===== src/rtl/mdu_pkg.sv =====
`default_nettype none
// ============================================================================
// Module      : mdu_pkg
// Description : Shared encodings for the iterative multiply/divide unit:
//               M-extension funct_3 codes, FSM state encoding and small
//               decode helpers.
// Revision    : 1.0 - initial release
// ============================================================================
package mdu_pkg;

    // M-extension funct_3 encodings
    localparam logic [2:0] MDU_MUL    = 3'b000;
    localparam logic [2:0] MDU_MULH   = 3'b001;
    localparam logic [2:0] MDU_MULHSU = 3'b010;
    localparam logic [2:0] MDU_MULHU  = 3'b011;
    localparam logic [2:0] MDU_DIV    = 3'b100;
    localparam logic [2:0] MDU_DIVU   = 3'b101;
    localparam logic [2:0] MDU_REM    = 3'b110;
    localparam logic [2:0] MDU_REMU   = 3'b111;

    // Control FSM state encoding
    typedef enum logic [1:0] {
        IDLE = 2'd0,
        CALC = 2'd1,
        FIX  = 2'd2,
        DONE = 2'd3
    } mdu_state_t;

    // Divide/remainder ops live in the upper half of the funct_3 space
    function automatic logic is_div(input logic [2:0] funct_3);
        return funct_3[2];
    endfunction

    // rs1 is treated as signed by every op except the fully unsigned ones
    function automatic logic op_signed_a(input logic [2:0] funct_3);
        return (funct_3 != MDU_MULHU) && (funct_3 != MDU_DIVU) &&
               (funct_3 != MDU_REMU);
    endfunction

    // rs2 is signed for the same ops, minus MULHSU (signed x unsigned)
    function automatic logic op_signed_b(input logic [2:0] funct_3);
        return op_signed_a(funct_3) && (funct_3 != MDU_MULHSU);
    endfunction

endpackage : mdu_pkg
`default_nettype wire


===== src/rtl/mdu_sign_fix.sv =====
`default_nettype none
// ============================================================================
// Module      : mdu_sign_fix
// Description : Combinational conditional two's-complement negate. Used as
//               absolute value on operand entry and as sign restore on the
//               final product / quotient / remainder.
// Revision    : 1.0 - initial release
// ============================================================================
module mdu_sign_fix
    import mdu_pkg::*;
#(
    parameter int WIDTH = 32
) (
    input  logic [WIDTH-1:0] value_i,
    input  logic             negate_i,
    output logic [WIDTH-1:0] value_o
);

    // Negate when requested, otherwise pass through unchanged
    assign value_o = negate_i ? (WIDTH'(0) - value_i) : value_i;

endmodule : mdu_sign_fix
`default_nettype wire


===== src/rtl/mdu_iterative.sv =====
`default_nettype none
// ============================================================================
// Module      : mdu_iterative
// Description : Iterative RV32M/RV64M multiply/divide unit. Shift-add
//               multiply and restoring divide, one bit per cycle, behind a
//               start/busy/done handshake with pipeline flush support.
// Revision    : 1.0 - initial release
// ============================================================================
module mdu_iterative
    import mdu_pkg::*;
#(
    parameter int XLEN         = 32,
    parameter int FAST_SPECIAL = 1
) (
    input  logic            clk,
    input  logic            reset,
    input  logic            start,
    input  logic [2:0]      funct_3,
    input  logic [XLEN-1:0] src_a,
    input  logic [XLEN-1:0] src_b,
    input  logic            flush,
    output logic            busy,
    output logic            done,
    output logic [XLEN-1:0] result
);

    localparam logic [XLEN-1:0] LAST_STEP = XLEN'(XLEN - 1);
    localparam logic [XLEN-1:0] MIN_NEG   = {1'b1, {(XLEN-1){1'b0}}};

    mdu_state_t         state_q,  state_d;
    logic [2:0]         funct3_q, funct3_d;
    logic               neg_q,    neg_d;
    logic [XLEN-1:0]    mcand_q,  mcand_d;   // |rs2|: multiplicand or divisor
    logic [2*XLEN-1:0]  prod_q,   prod_d;    // product; low half = dividend/quotient
    logic [XLEN-1:0]    rem_q,    rem_d;     // partial remainder
    logic [XLEN-1:0]    cnt_q,    cnt_d;
    logic [XLEN-1:0]    result_q, result_d;

    logic               w_sa, w_sb;
    logic [XLEN-1:0]    w_abs_a, w_abs_b;
    logic               w_b_zero, w_ovf, w_special;
    logic [XLEN-1:0]    w_fast_res;
    logic [XLEN:0]      w_sum, w_shift, w_diff;
    logic               w_qbit;
    logic [2*XLEN-1:0]  w_mul_next, w_prod_fixed;
    logic [XLEN-1:0]    w_div_sel, w_div_fixed, w_fix_res;

    // ---------------- operand conditioning ----------------
    assign w_sa = op_signed_a(funct_3) & src_a[XLEN-1];
    assign w_sb = op_signed_b(funct_3) & src_b[XLEN-1];

    mdu_sign_fix #(.WIDTH(XLEN)) u_abs_a (
        .value_i  (src_a),
        .negate_i (w_sa),
        .value_o  (w_abs_a)
    );

    mdu_sign_fix #(.WIDTH(XLEN)) u_abs_b (
        .value_i  (src_b),
        .negate_i (w_sb),
        .value_o  (w_abs_b)
    );

    // Divide-by-zero and signed overflow have architecturally fixed results
    assign w_b_zero   = (src_b == '0);
    assign w_ovf      = ~funct_3[0] && (src_a == MIN_NEG) && (src_b == '1);
    assign w_special  = is_div(funct_3) && (w_b_zero || w_ovf);
    assign w_fast_res = w_b_zero ? (funct_3[1] ? src_a : '1)
                                 : (funct_3[1] ? '0    : src_a);

    // ---------------- iteration datapath ----------------
    // Multiply step: add multiplicand into the upper half when the LSB is set,
    // then shift the whole product right, keeping the adder carry.
    assign w_sum      = {1'b0, prod_q[2*XLEN-1:XLEN]} + {1'b0, mcand_q};
    assign w_mul_next = prod_q[0] ? {w_sum, prod_q[XLEN-1:1]}
                                  : {1'b0, prod_q[2*XLEN-1:1]};

    // Divide step: shift the next dividend bit into the remainder and try a
    // subtract; a clear borrow bit means the subtract is kept.
    assign w_shift = {rem_q, prod_q[XLEN-1]};
    assign w_diff  = w_shift - {1'b0, mcand_q};
    assign w_qbit  = ~w_diff[XLEN];

    // ---------------- result fix-up ----------------
    assign w_div_sel = funct3_q[1] ? rem_q : prod_q[XLEN-1:0];

    mdu_sign_fix #(.WIDTH(2*XLEN)) u_fix_prod (
        .value_i  (prod_q),
        .negate_i (neg_q),
        .value_o  (w_prod_fixed)
    );

    mdu_sign_fix #(.WIDTH(XLEN)) u_fix_div (
        .value_i  (w_div_sel),
        .negate_i (neg_q),
        .value_o  (w_div_fixed)
    );

    // Pick low/high product half or the signed quotient/remainder
    always_comb begin
        w_fix_res = w_div_fixed;
        case (funct3_q)
            MDU_MUL:                          w_fix_res = w_prod_fixed[XLEN-1:0];
            MDU_MULH, MDU_MULHSU, MDU_MULHU:  w_fix_res = w_prod_fixed[2*XLEN-1:XLEN];
            default:                          w_fix_res = w_div_fixed;
        endcase
    end

    // ---------------- control FSM ----------------
    // Next-state and datapath update
    always_comb begin
        state_d  = state_q;
        funct3_d = funct3_q;
        neg_d    = neg_q;
        mcand_d  = mcand_q;
        prod_d   = prod_q;
        rem_d    = rem_q;
        cnt_d    = cnt_q;
        result_d = result_q;

        case (state_q)
            IDLE: begin
                if (start && !flush) begin
                    funct3_d = funct_3;
                    mcand_d  = w_abs_b;
                    prod_d   = {{XLEN{1'b0}}, w_abs_a};
                    rem_d    = '0;
                    cnt_d    = '0;
                    // Remainder follows rs1; quotient of x/0 stays all ones
                    if (!is_div(funct_3))
                        neg_d = w_sa ^ w_sb;
                    else if (funct_3[1])
                        neg_d = w_sa;
                    else
                        neg_d = (w_sa ^ w_sb) & ~w_b_zero;
                    if ((FAST_SPECIAL != 0) && w_special) begin
                        result_d = w_fast_res;
                        state_d  = DONE;
                    end else begin
                        state_d  = CALC;
                    end
                end
            end
            CALC: begin
                if (flush) begin
                    state_d = IDLE;
                end else begin
                    if (is_div(funct3_q)) begin
                        rem_d  = w_qbit ? w_diff[XLEN-1:0] : w_shift[XLEN-1:0];
                        prod_d = {prod_q[2*XLEN-1:XLEN], prod_q[XLEN-2:0], w_qbit};
                    end else begin
                        prod_d = w_mul_next;
                    end
                    cnt_d = cnt_q + 1'b1;
                    if (cnt_q == LAST_STEP)
                        state_d = FIX;
                end
            end
            FIX: begin
                if (flush) begin
                    state_d = IDLE;
                end else begin
                    result_d = w_fix_res;
                    state_d  = DONE;
                end
            end
            default: begin
                state_d = IDLE;
            end
        endcase
    end

    // State and datapath registers
    always_ff @(posedge clk or posedge reset) begin
        if (reset) begin
            state_q  <= IDLE;
            funct3_q <= '0;
            neg_q    <= 1'b0;
            mcand_q  <= '0;
            prod_q   <= '0;
            rem_q    <= '0;
            cnt_q    <= '0;
            result_q <= '0;
        end else begin
            state_q  <= state_d;
            funct3_q <= funct3_d;
            neg_q    <= neg_d;
            mcand_q  <= mcand_d;
            prod_q   <= prod_d;
            rem_q    <= rem_d;
            cnt_q    <= cnt_d;
            result_q <= result_d;
        end
    end

    assign busy   = (state_q == CALC) || (state_q == FIX);
    assign done   = (state_q == DONE);
    assign result = result_q;

endmodule : mdu_iterative
`default_nettype wire


===== config.mk =====
export PLATFORM = sky130hd
export DESIGN_NAME = mdu_iterative
export DESIGN_NICKNAME = d
export VERILOG_FILES = /design/src/rtl/mdu_pkg.sv /design/src/rtl/mdu_sign_fix.sv /design/src/rtl/mdu_iterative.sv
export SDC_FILE = /design/constraint.sdc
export NUM_CORES = 1
export LEC_CHECK = 0
export ABC_AREA = 1
export CAP_MARGIN = 20
export CORE_ASPECT_RATIO = 1.4
export CORE_MARGIN = 2
export CORE_UTILIZATION = 50
export DETAILED_ROUTE_END_ITERATION = 12
export PLACE_DENSITY = 0.65
export SETUP_SLACK_MARGIN = 0.3
export SLEW_MARGIN = 20
export SYNTH_ARGS = -nofsm -noshare
export SYNTH_HDL_FRONTEND = slang
export SYNTH_SLANG_ARGS = --single-unit

===== constraint.sdc =====
create_clock -name clk -period 7.5 [get_ports clk]
set_input_delay 0.75 -clock clk [delete_from_list [all_inputs] [get_ports clk]]
set_output_delay 0.75 -clock clk [all_outputs]
set_load 0.005 [all_outputs]

# Word level (Yosys, flattened, before mapping)
# Cells that the tools add are included.
[op_classes] n_addsub=7 eq_ne=20 n_mux=33 n_bitwise=7 reduce_logical=22
[op_table] op="2-to-1 mux 32 bit" count=15
[op_table] op="2-to-1 mux 64 bit" count=5
[op_table] op="case mux 32 bit (2 select lines)" count=4
[op_table] op="case mux 64 bit (2 select lines)" count=1
[op_table] op="subtractor 1 x 32 -> 32 bit, first input constant" count=3
[op_table] op="equality test 32 bit, second input constant" count=2
[op_table] op="subtractor 1 x 64 -> 64 bit, first input constant" count=1
[op_table] op="adder 32 x 32 -> 33 bit" count=1
[op_table] op="subtractor 33 x 32 -> 33 bit" count=1
[op_table] op="adder 32 x 1 -> 32 bit, second input constant" count=1
[op_table] op="equality test 32 x 5 -> 1 bit, second input constant" count=1
[op_table] op="zero test 32 bit" count=1
[op_table] op="inequality test 2 bit, second input constant" count=6
[op_table] op="AND reduction 4 bit" count=3
[op_table] op="2-to-1 mux 2 bit" count=5
[op_table] op="inequality test 3 bit, second input constant" count=3
[op_table] op="logical AND 1 bit" count=7
[op_table] op="equality test 3 x 2 -> 1 bit, second input constant" count=2
[op_table] op="inequality test 3 x 2 -> 1 bit, second input constant" count=2
[op_table] op="case mux 2 bit (3 select lines)" count=1
[op_table] op="equality test 2 bit, second input constant" count=2
[op_table] op="AND reduction 2 bit" count=2
[op_table] op="nonzero test 2 bit" count=2
[op_table] op="bitwise AND 1 bit" count=3
[op_table] op="other kinds (11)" count=15
[word_totals] reg_bits=198 inputBits=71 elab_cells=98

# Longest topological paths before layout
[depth] word_depth=9 mapped_depth=19 depth_no_buf=18

# Modules after synthesis
# Synthesis repeated with hierarchy kept, for this count alone.
[hier_totals] cells_unflattened=3785 hier_area_um2=21724.6
[modules_own_cells] mod="mdu_iterative" n_inst=1 cells_per_inst=2612 area_per_inst_um2=16156.7 seq_area_each_um2=4954.8
[modules_own_cells] mod="mdu_sign_fix at u_abs_a ..." n_inst=3 cells_per_inst=225 area_per_inst_um2=1052.3 seq_area_each_um2=0.0
[modules_own_cells] mod="mdu_sign_fix at u_fix_prod" n_inst=1 cells_per_inst=498 area_per_inst_um2=2411.1 seq_area_each_um2=0.0

# Worst setup path after synthesis
# No wires, ideal clock.
[synth_timing] path_type="input port to flip-flop" startpoint="in src_b[1]" endpoint="reg result_q[18] (netlist: result[18])" arrival_time_ps=2250 required_ps=7382 slack_ps=5132 cell_stages=14 cell_sequence="inv_1 -> ha_1 -> nand2_1 -> nor3_4 -> nand2_1 -> nor2_2 -> nand3_1 -> nand2_1 -> nand3_2 -> a21oi_4 -> inv_2 -> buf_4 -> nand2_1 -> nand2_1"
[synth_via] elab_chain_cells=6 elab_cells_between_ends=11 classes_between="eq/ne: 2; mux: 4; reduce/logical: 5"
[synth_lines] element="start: declaration" line="mdu_iterative.sv:20" rtl="input logic [XLEN-1:0] src_b,"
[synth_lines] element="equality test 32 bit" line="mdu_iterative.sv:66" rtl="assign w_ovf = ~funct_3[0] && (src_a == MIN_NEG) && (src_b == '1);"
[synth_lines] element="logical AND 1 bit" line="mdu_iterative.sv:66"
[synth_lines] element="logical OR 1 bit" line="mdu_iterative.sv:67" rtl="assign w_special = is_div(funct_3) && (w_b_zero || w_ovf);"
[synth_lines] element="logical AND 1 bit" line="mdu_iterative.sv:67"
[synth_lines] element="inequality test 2 bit (no source line)"
[synth_lines] element="AND reduction 4 bit (no source line)"
[synth_lines] element="end signal: assignment" line="mdu_iterative.sv:192" rtl="result_q <= result_d;"
[synth_lines] element="end: declaration" line="mdu_iterative.sv:37" rtl="logic [XLEN-1:0] result_q, result_d;"
# Parallel ways exist; a longest one is shown, timed or not. The select of a mux whose other input is x is not followed.
# A chain may end at the register's enable or synchronous reset.

# Worst setup path in the final report
[layout_timing] startpoint="reg state_q[1]" endpoint="reg prod_q[51]"
[layout_via] elab_chain_cells=3 elab_cells_between_ends=8 classes_between="eq/ne: 4; mux: 1; reduce/logical: 3"
[layout_lines] element="start: declaration" line="mdu_iterative.sv:30" rtl="mdu_state_t state_q, state_d;"
[layout_lines] element="start signal: assignment" line="mdu_iterative.sv:185" rtl="state_q <= state_d;"
[layout_lines] element="equality test 2 x 1 -> 1 bit or zero test 2 bit (tied branches)" line="mdu_iterative.sv:121" rtl="case (state_q)"
[layout_lines] element="inequality test 2 bit (no source line) or nonzero test 2 bit (tied branches)"
[layout_lines] element="AND reduction 4 bit (no source line)"
[layout_lines] element="end signal: assignment" line="mdu_iterative.sv:189" rtl="prod_q <= prod_d;"
[layout_lines] element="end: declaration" line="mdu_iterative.sv:34" rtl="logic [2*XLEN-1:0] prod_q, prod_d;"
# Parallel ways exist; a longest one is shown, timed or not.

==> results_dict.tcl <==
set metrics [dict create \
    status "complete, no violations" \
    gp_congestion 1.044 \
    fmax_mhz 233.2 \
    wl_met3_um 5682 \
    path_cells "inv_1, ha_1, nand2_1, o21ai_1, nand2_2, buf_4, nor2_1, buf_4, inv_2, nor2_2, inv_2, a21oi_1, o21ai_0, o21ai_0" \
    r2r_end "prod_q[51]" \
    hold_path.class "reg2reg" \
    drt_drc_violations_left 0 \
    clockBufferDepth 2 \
    synth.distinct_cells 52 \
    grt_pass1_vias 21850 \
    antenna_cells 0 \
    hpwlAfterDp_um 63120 \
    clk_pin_slew_ps 80 \
    post_route_cells_drive_above_1_share_pct 2.869 \
    r2r_start "state_q[1]" \
    whs_endpoint "result[7]" \
    antenna_found_initial 0 \
    worst_slew_pin_slew_ps 997.0 \
    layout_commonest_cell "nand2_1" \
    hold_viol 0 \
    crit_arrival_ps 4700 \
    n_fill_cell 4147 \
    p_switching_mw 5.053 \
    cp_slowest_stage_delay_ps 820 \
    die_w_um 172.1 \
    ir_drop_mv 0.2440 \
    synth-seq-cells 198 \
    cap_viol_max_count 0 \
    synthCells 3305 \
    synth-main-ff-cell "dfrtp_1" \
    p_sw_share_pct 58.05 \
    rsz0062_at_grt "false" \
    syn_to_final_growth_pct 9.876 \
    fin_crit_ps 4288 \
    instances_no_fill 3874 \
    dp_cells 3842 \
    syn_nets 3452 \
    drt_pass1_iterations 6 \
    path_max_fanout 77 \
    num_vias 23160 \
    layout_common_cells "nand2_1, nor2_1, inv_1, nand3_1, o21ai_0" \
    fin_nets 3480 \
    grt_pass1_wl_um 121200 \
    start_util_pct 50.49 \
    fin_skew_ps 17.13 \
    finalMaxSlewViolations 0 \
    rows 86 \
    cts_tree "yes" \
    ys.warnings.count 0 \
    startpoint_type "flop" \
    synth-edff-count 0 \
    power.density_mw_per_mm2 400.6 \
    reg2reg_slack_ps 3210 \
    clk-insertion-delay-late_ps 490 \
    io-pin-count 105 \
    detail-route-antenna-nets 0 \
    dieArea_mm2 0.04118 \
    die_y_um 239.3 \
    pwr-share-seq_pct 23.0 \
    leakagePower_nw 10.15 \
    cts_sinks 198 \
    first_iter_violations 2418 \
    cts_setup_buffers 0 \
    cts_inserted_buffers 17 \
    wl_met1_um 29930 \
    comb_power_share_pct 66.1 \
    post-route-period-util_pct 57.18 \
    reg2regPathDepth 14 \
    syn_area_per_cell_um2 5.984 \
    power.internal_mw 3.652 \
    route.met2.wl_um 37010 \
    critPathCaptureType "flop" \
    holdPathStages 2 \
    cts-htree-levels 4 \
    syn_area_mm2 0.01978 \
    cp_slowest_cell "ha_1" \
    fin_setup_tns_ps 0 \
    report.final.setup_viol 0 \
    cts_resized 0 \
    viasPerCell 5.979 \
    grtUsageTotal_pct 38.79 \
    p_clk_share_pct 10.9 \
    grt_max_degree 78 \
    portBuffers 104 \
    async_flop_share_pct 100.0 \
    coreArea_mm2 0.03917 \
    worstSetupPathType "reg2reg" \
    postCtsHoldBufs 0 \
    clockRootBuffer "clkbuf_16" \
    power_mw 8.705 \
    top_layer "met4" \
    routed_wl_um 79900 \
    yosysSeqAreaShare_pct 25.05 \
    routedWlPerCell_um 20.63 \
    worstPathRequired_ps 7910 \
    worstHoldStart "result[7]" \
    gr-total-overflow 0 \
    relSlewSlack_pct 33.53 \
]
metal layers:
layer / vias to the layer above / track usage [%]
met1: 10670 / 44.80
met2: 1162 / 64.39
met4: 0 / 30.71
met5: - / 0
met3: 292 / 4.841
li1: 11040 / -
how the worst max path moves through the flow:
| stage | from | to | cells after the start |
|---|---|---|---|
| final | state_q[1] | prod_q[51] | 14 |
| after global routing | state_q[1] | prod_q[51] | 14 |
| after CTS | state_q[1] | prod_q[51] | 14 |
| after detailed placement | src_b[0] | result[31] | 14 |
| after global placement | src_b[0] | result[10] | 14 |
| after floorplan | reset | cnt_q[0] | 1 |
area by class of cell:
class	instances	area (µm²)	area share [%]
Multi-Input combinational cell	2616	12910	59.41
Clock buffer	19	432.9	1.992
Tap cell	528	660.6	3.040
Sequential cell	198	4957	22.81
Clock inverter	13	145.1	0.6679
Inverter	372	1404	6.461
Timing Repair Buffer	128	1221	5.620
power by group through the flow:
| stage | registers [mW] | clock network (mW) | logic, mW |
|---|---|---|---|
| finish | 2.00 | 0.947 | 5.75 |
| global route | 2.01 | 0.993 | 6.34 |
| CTS | 1.97 | 0.952 | 5.61 |
| global placement | 1.98 | 0 | 5.51 |
| detailed placement | 1.98 | 0 | 5.59 |
| floorplan | 1.70 | 0 | 3.93 |
logic make-up after synthesis:
group | synth area share [%]
AO/OA/AOI/OAI | 18.06
adder cells (fa/ha/maj) | 4.884
AND/OR/NAND/NOR | 39.34
flip-flops | 25.05
buffers and inverters | 9.781
XOR/XNOR | 2.879
Yosys cell counts, drive strengths merged, types with 8 or more instances:
master / number / share of area, %
o21ai: 295 / 7.5
nor2: 413 / 8.0
nor3: 47 / 1.3
buf: 42 / 1.3
dfrtp: 198 / 25
ha: 74 / 4.7
xnor2: 19 / 0.84
nand3: 346 / 8.8
inv: 372 / 7.1
nand2: 926 / 18
a22oi: 24 / 0.91
nand3b: 17 / 0.65
o211ai: 39 / 1.5
nand4: 59 / 1.9
a21oi: 192 / 4.9
a221oi: 28 / 1.2
xor2: 46 / 2.0
a31oi: 14 / 0.44
nor4: 18 / 0.60
o21bai: 8 / 0.30
clkbuf: 77 / 1.5
o21a: 9 / 0.34
o31ai: 9 / 0.34
state kept, by name, summed over array words and instances, names as in the netlist:
signal    cells
funct3_q      3
prod_q       64
mcand_q      32
state_q       2
neg_q         1
result       32
cnt_q        32
rem_q        32
per-stage QoR:
step / area [µm²] / util, % / hold slack [ps] / setup slack, ps
3_5_place_dp: 21150 / 54.00 / 464.2 / 3360
3_3_place_gp: 21150 / 54.00 / 466.5 / 3517
2_1_floorplan: 19780 / - / 465.0 / 1353
4_1_cts: 21730 / 55.48 / 484.4 / 3398
5_1_grt: 21730 / 55.48 / 496.1 / 3035
6_report: 21730 / 55.48 / 481.0 / 3212
critical path: cells and delay by family (launching register included):
family,cells,cell delay [ps]
AOI/OAI and AO/OA,4,670
adders and majority gates,1,820
buffers and inverters,5,1320
DFF,1,420
and+or+nand+nor,4,930
(Power assumes the default switching activity.)
